<file path="src/rtl/mem_arb_ctrl.sv">
// mem_arb_ctrl: shares one single-ported synchronous SRAM between the fetch (I) and
// data (D) request channels. One request per cycle, tagged in-order read return.
// Optional feature: define MEM_RR_ARB_EN for round-robin arbitration; otherwise D has
// fixed priority over I.
module mem_arb_ctrl #(
    parameter int unsigned DATA_W   = 32,
    parameter int unsigned ADDR_W   = 16,
    parameter int unsigned DEPTH    = 16384,
    parameter int unsigned SRAM_LAT = 1,
    localparam int unsigned BE_W    = DATA_W / 8,
    localparam int unsigned AW      = $clog2(DEPTH),
    localparam int unsigned OFF_W   = $clog2(BE_W)
) (
    input  logic              clk,
    input  logic              rst,
    input  logic              i_req_valid,
    output logic              i_req_ready,
    input  logic [ADDR_W-1:0] i_req_addr,
    output logic              i_rsp_valid,
    output logic [DATA_W-1:0] i_rsp_data,
    input  logic              d_req_valid,
    output logic              d_req_ready,
    input  logic [ADDR_W-1:0] d_req_addr,
    input  logic [BE_W-1:0]   d_req_we,
    input  logic [DATA_W-1:0] d_req_wdata,
    output logic              d_rsp_valid,
    output logic [DATA_W-1:0] d_rsp_data,
    output logic              sram_ceb,
    output logic              sram_web,
    output logic [DATA_W-1:0] sram_bweb,
    output logic [AW-1:0]     sram_a,
    output logic [DATA_W-1:0] sram_di,
    input  logic [DATA_W-1:0] sram_do
);

    logic              w_grant_i;
    logic              w_grant_d;
    logic              w_d_write;
    logic              w_rd_push;
    logic [AW-1:0]     w_word_a;
    logic              w_exit_v;
    logic              w_exit_d;
    logic              w_unused_addr;

    // Tag pipeline: valid bit and channel (1 = D) per in-flight read.
    logic [SRAM_LAT-1:0] r_tag_v;
    logic [SRAM_LAT-1:0] r_tag_d;
    logic                r_i_rsp_valid;
    logic                r_d_rsp_valid;
    logic [DATA_W-1:0]   r_i_rsp_data;
    logic [DATA_W-1:0]   r_d_rsp_data;

`ifdef MEM_RR_ARB_EN
    // 1 = D was granted last; reset as "I last" so D wins the first conflict.
    logic r_last_d;

    assign w_grant_d = rst && d_req_valid && (!i_req_valid || !r_last_d);

    // Last-granted pointer moves only when a request is accepted.
    always_ff @(posedge clk or negedge rst) begin
        if (!rst) begin
            r_last_d <= 1'b0;
        end else if (w_grant_i || w_grant_d) begin
            r_last_d <= w_grant_d;
        end
    end
`else
    assign w_grant_d = rst && d_req_valid;
`endif

    // Both readys are forced low while reset is asserted.
    assign w_grant_i   = rst && i_req_valid && !w_grant_d;
    assign i_req_ready = w_grant_i;
    assign d_req_ready = w_grant_d;

    assign w_d_write = w_grant_d && (d_req_we != '0);
    assign w_rd_push = w_grant_i || (w_grant_d && (d_req_we == '0));
    assign w_word_a  = w_grant_d ? d_req_addr[AW+OFF_W-1:OFF_W] : i_req_addr[AW+OFF_W-1:OFF_W];

    // Byte offset and bits above the word range are deliberately ignored.
    assign w_unused_addr = ^{i_req_addr, d_req_addr};

    // SRAM pins: idle values by default, request values on an accepted cycle.
    always_comb begin
        sram_ceb  = 1'b1;
        sram_web  = 1'b1;
        sram_bweb = '1;
        sram_a    = '0;
        sram_di   = '0;
        if (w_grant_i || w_grant_d) begin
            sram_ceb = 1'b0;
            sram_a   = w_word_a;
            if (w_d_write) begin
                sram_web = 1'b0;
                sram_di  = d_req_wdata;
                for (int unsigned k = 0; k < BE_W; k++) begin
                    sram_bweb[k*8 +: 8] = {8{~d_req_we[k]}};
                end
            end
        end
    end

    assign w_exit_v = r_tag_v[SRAM_LAT-1];
    assign w_exit_d = r_tag_d[SRAM_LAT-1];

    // Shift read tags along so each exits when its SRAM data is valid.
    always_ff @(posedge clk or negedge rst) begin
        if (!rst) begin
            r_tag_v <= '0;
            r_tag_d <= '0;
        end else begin
            r_tag_v[0] <= w_rd_push;
            r_tag_d[0] <= w_grant_d;
            for (int unsigned k = 1; k < SRAM_LAT; k++) begin
                r_tag_v[k] <= r_tag_v[k-1];
                r_tag_d[k] <= r_tag_d[k-1];
            end
        end
    end

    // Capture read data into the owning channel; data holds between responses.
    always_ff @(posedge clk or negedge rst) begin
        if (!rst) begin
            r_i_rsp_valid <= 1'b0;
            r_d_rsp_valid <= 1'b0;
            r_i_rsp_data  <= '0;
            r_d_rsp_data  <= '0;
        end else begin
            r_i_rsp_valid <= w_exit_v && !w_exit_d;
            r_d_rsp_valid <= w_exit_v && w_exit_d;
            if (w_exit_v && !w_exit_d) begin
                r_i_rsp_data <= sram_do;
            end
            if (w_exit_v && w_exit_d) begin
                r_d_rsp_data <= sram_do;
            end
        end
    end

    assign i_rsp_valid = r_i_rsp_valid;
    assign d_rsp_valid = r_d_rsp_valid;
    assign i_rsp_data  = r_i_rsp_data;
    assign d_rsp_data  = r_d_rsp_data;

endmodule

</file>
<file path="config.mk">
export PLATFORM = sky130hd
export DESIGN_NAME = mem_arb_ctrl
export DESIGN_NICKNAME = d
export VERILOG_FILES = /design/src/rtl/mem_arb_ctrl.sv
export SDC_FILE = /design/constraint.sdc
export NUM_CORES = 1
export LEC_CHECK = 0
export BUFFER_PORTS_ARGS = -buffer_cell sky130_fd_sc_hd__buf_2
export CAP_MARGIN = 20
export CORE_AREA = 4 4 110 112
export CTS_CLUSTER_SIZE = 10
export DETAILED_ROUTE_END_ITERATION = 16
export DIE_AREA = 0 0 114 116
export GPL_ROUTABILITY_DRIVEN = 0
export GPL_TIMING_DRIVEN = 0
export SYNTH_ARGS = -nofsm -noshare
export SYNTH_HDL_FRONTEND = slang
export SYNTH_SLANG_ARGS = --single-unit
</file>
<file path="constraint.sdc">
create_clock -name clk -period 2.38 [get_ports clk]
set_input_delay 0.476 -clock clk [delete_from_list [all_inputs] [get_ports clk]]
set_output_delay 0.476 -clock clk [all_outputs]
set_load 0.01 [all_outputs]
</file>
# Word-level counts from Yosys, hierarchy flattened
# Index checks and enable logic that the tools add are counted.
# totals
register_bits	68
latch_bits	0
mem_bits_rw	0
mem_bits_ro	0
out_inout_bits	148
word_cells	32
n_memories	0
# op_classes
add_sub_neg	0
mul	0
div	0
n_lt_le_gt_ge	0
n_eq_ne	0
n_shift	0
muxes	9
bitwise_logic	4
n_reduce_logical	13
# op_table
op	n
$mux 32	4
$mux 14	2
$logic_and 1x1->1	7
$logic_not 4->1	1
$not 1->1	4
$reduce_bool 4->1	1
$mux 1	3
$logic_not 1->1	2
$logic_or 1x1->1	2

# Logic depth before layout (Yosys ltp)
# logic_depth
word_depth	5
mapped_depth	5
depth_no_buf	2

# Worst setup path after synthesis
# OpenSTA, ideal clock, no wires.
# synth_timing
path_kind	input-to-output
startpoint	input port d_req_we[1]
endpoint	output port sram_di[23]
t_arrival_ns	1.462
required_ns	1.904
setup_slack_ns	0.442
cell_stages	4
n_path_buf	2
cell_sequence	or4_1 > buf_2 > buf_6 > and3_1
# synth_via
elab_chain_len	4
# synth_rtl
element	line	rtl
start: declaration	24	input logic [BE_W-1:0] d_req_we,
$reduce_bool 4->1	76	assign w_d_write = w_grant_d && (d_req_we != '0);
$logic_and 1x1->1	76	
$mux 32	93	if (w_d_write) begin
$mux 32	90	if (w_grant_i || w_grant_d) begin
end: declaration	32	output logic [DATA_W-1:0] sram_di,
# Every way passes these cells.

# Final worst setup path
# layout_timing
startpoint	input port d_req_valid
endpoint	output port sram_bweb[3]
# layout_via
elab_chain_len	5
# layout_rtl
element	line	rtl
start: declaration	21	input logic d_req_valid,
$logic_and 1x1->1 (*)	68	assign w_grant_d = rst && d_req_valid;
$logic_not 1->1	72	assign w_grant_i = rst && i_req_valid && !w_grant_d;
$logic_and 1x1->1	72	
$logic_or 1x1->1	90	
$mux 32 (*)	90	
end: declaration	30	output logic [DATA_W-1:0] sram_bweb,
# Mark *: on every way between the ends. The rest lies on a longest branch, timed or not.

==> impl_results.md <==
- Worst path cell trace: buf_2 > and2_1 > buf_2 > nand2_1 > buf_4 > buf_2
- Clk sinks: about 70
- CP Launch Type: primary input
- CP Capture Type: output pin
- Pre-CTS WS: -0.725 ns
- PwrDens: about 730 nW/µm²
- Crit-path most repeated cell: buf_2
- Setup Skew: 0.00312 ns
- Synth Area in Adders: 0%
- Warning count from the yosys run: 0
- Die height: ~120 µm
- Leading area contributor after synthesis: dfrtp_1
- Simple-gate portion of the synthesized area: under 10%
- Instance count on the critical path: 6
- Final worst slack: about 0.16 ns
- CTS Buf Count: 9
- Antenna diodes: 0
- DR DRC count: 0
- Final nets: around 630
- Combinational family with the most area after synthesis: multiplexers
- Worst-path clk slew: roughly 0.050 ns
- Hold WC Path Type: primary input to asynchronous set/reset pin
- Peak supply drop: about 0.44 mV
- Share of cells above drive strength 1: between 70% and 80%
- Gate count of the mapped netlist: between 200 and 300
- H-Tree Depth: 3
- Setup Buffers After CTS: 0
- Compound-Gate Fraction of Synth Area: under 10%
- Slew Limit Headroom: 65.2%
- CP Data Arrival Time: ~1.8 ns
- Finished Cell Area: about 5100 µm²
- Longest Clk Path Bufs: 2
- Number of global-route vias before repair: 3100
- Fin crit share: between 90% and 100%
- Reg2Reg Depth: 4
- Syn_area_per_cell: between 10 and 15 µm²
- CP Class: primary input to output pin
- Grt total ovfl: 0
- Drt wl/cell: 15.4 µm
- Total track usage: 15.4%
- Clk_lat worst skew: between 0.3 and 0.4 ns
- Max-Cap Viols: 0
- Total wire length: 10.5 mm
- CTS tree: done
- Worst Max-Slew Pin Slew: roughly 0.52 ns
- Initial Util: slightly below 30%
- CP max FO: 12
- Seq cells post-synth: 68
- Hold Vio Cnt, Final: 0
- Setup violations, final: 0
- Vias/cell: roughly 4.5
- Count of unique library cells instantiated by Yosys: 19
- Pin count of the biggest net entering global routing: 37
- Area growth, synth to finish: 53.5%
- Num rows: 39
- Final Max Tran Viols: 0
- Die W: about 110 µm
- Outcome: complete, no violations
- Syn_nets: 375
- CP peak stage delay: roughly 0.32 ns
- Xor/xnor cell area share of the yosys netlist: 0%
- Placed cell areas: approximately 4700 µm²
- Fmax: 0.450 GHz
- Post-DP HPWL: approximately 8.4 mm
- Post-Layout Cell Count: between 600 and 700
- CP top delay family: buffers and inverters
- Core area: between 10000 and 15000 µm²
- Final core utilization: 45.2%
- Area of the die: 13200 µm²
- Slowest CP cell: and2_1
- Port buffer count: 247
- P_leak: roughly 0.0027 µW
- Initial antenna violation count: 1
- Vias: roughly 3100
- Required time of the critical path: between 1.5 and 2 ns
- Post-synthesis mux area share: a little over a fifth
- Synthesized area: between 3000 and 4000 µm²
- First-pass GRT wire length: around 16 mm
- Ports: between 200 and 300
- CTS root buf: clkbuf_16
- Placed Cells: between 600 and 700
- Power Total: roughly 3700 µW
- Critical path buffers and inverters: 4
- RSZ-0062 raised after global routing: false
- Min Clock Period, post-route: 2.22 ns
- Top cells by area, synth: dfrtp_1 52%, mux2_2 22%, buf_4 6.4%
- Antenna Nets Post-Route: 0
- Drt first pass iters: 4
- Seq/Total Area, Yosys: about half
- Post-synth top area share: roughly 52%
- Detailed Route Iter0 Violations: 113
## state kept, by name, indices dropped and copies added, names as in the netlist
register and cells:
d_rsp_data 32, d_rsp_valid 1, i_rsp_data 32, i_rsp_valid 1, r_tag_d 1, r_tag_v 1
## final timing paths
path / slack, ns / from / end
worst min register to register: 0.50 / i_rsp_data[14] / i_rsp_data[14]
worst min-delay path: 0.10 / rst / d_rsp_data[7]
max in group asynchronous: 2.08 / rst / i_rsp_data[6]
worst max-delay path: 0.16 / d_req_valid / sram_bweb[3]
min in group clk: 0.40 / sram_do[29] / i_rsp_data[29]
worst max register to register: 0.80 / r_tag_v / i_rsp_data[31]
## report_power, final
group	total [µW]	leakage, µW	internal (µW)	switching, µW
combinational	990	0.00180	521	468
sequential	1510	0.000798	1400	113
clock	1220	0.000136	762	463
total	3730	0.00273	2680	1040
## metal layers
metal / GRT usage (%) / part of all wire (%) / wire length [µm]
met5: 0 / 0.12 / 13
met4: 6.33 / 1.9 / 194
met3: 6.48 / 12 / 1220
met2: 26.1 / 48 / 5050
met1: 17.0 / 38 / 3980
## final cells by class
class                           instances  area, µm²
Tap cell                              143        179
Fill cell                            1104       6150
Timing Repair Buffer                  249       1310
Multi-Input combinational cell        151       1270
Inverter                                2       7.51
Buffer                                 49        324
Sequential cell                        68       1700
Clock inverter                          3       21.3
Clock buffer                           13        260
## cells by family after synthesis
kind of cell           after synthesis
DFF                                 68
muxes                               64
and+or+nand+nor                     57
buffers and inverters               52
AOI/OAI and AO/OA                   30
## cells in the mapped netlist
cell type,instances
a21bo_2,14
a21oi_1,15
and2_1,1
and3_1,28
and3_2,4
buf_1,1
buf_2,10
buf_4,28
buf_6,3
clkbuf_1,8
dfrtp_1,68
inv_1,2
mux2_2,64
nand2_1,7
nand2b_1,1
nand3_1,14
nor2_1,1
o21ai_1,1
or4_1,1
## placed cells by master (no fill, tap or decap), types with 3 or more instances in the layout
cell type	n
buf_6	3
a21oi_1	15
and3_1	28
mux2_2	64
clkbuf_16	9
a21bo_2	14
buf_2	256
and3_2	4
nand3_1	14
dfrtp_1	68
buf_4	28
nand2_1	7
clkbuf_1	9
## stage by stage
step | setup TNS [ns] | hold slack (ns)
floorplan | 0 | 0.180
global placement | -77.78 | 0.482
detailed placement | -36.02 | 0.488
CTS | 0 | 0.102
global route | 0 | 0.113
finish | 0 | 0.103
## timing repair
action                     in CTS  in global routing
hold buffers                    1                  0
hold endpoints to repair       32                  0
setup endpoints to repair      82                  0
gates resized for setup         4                  0
Power figures use the tool's default switching activity.
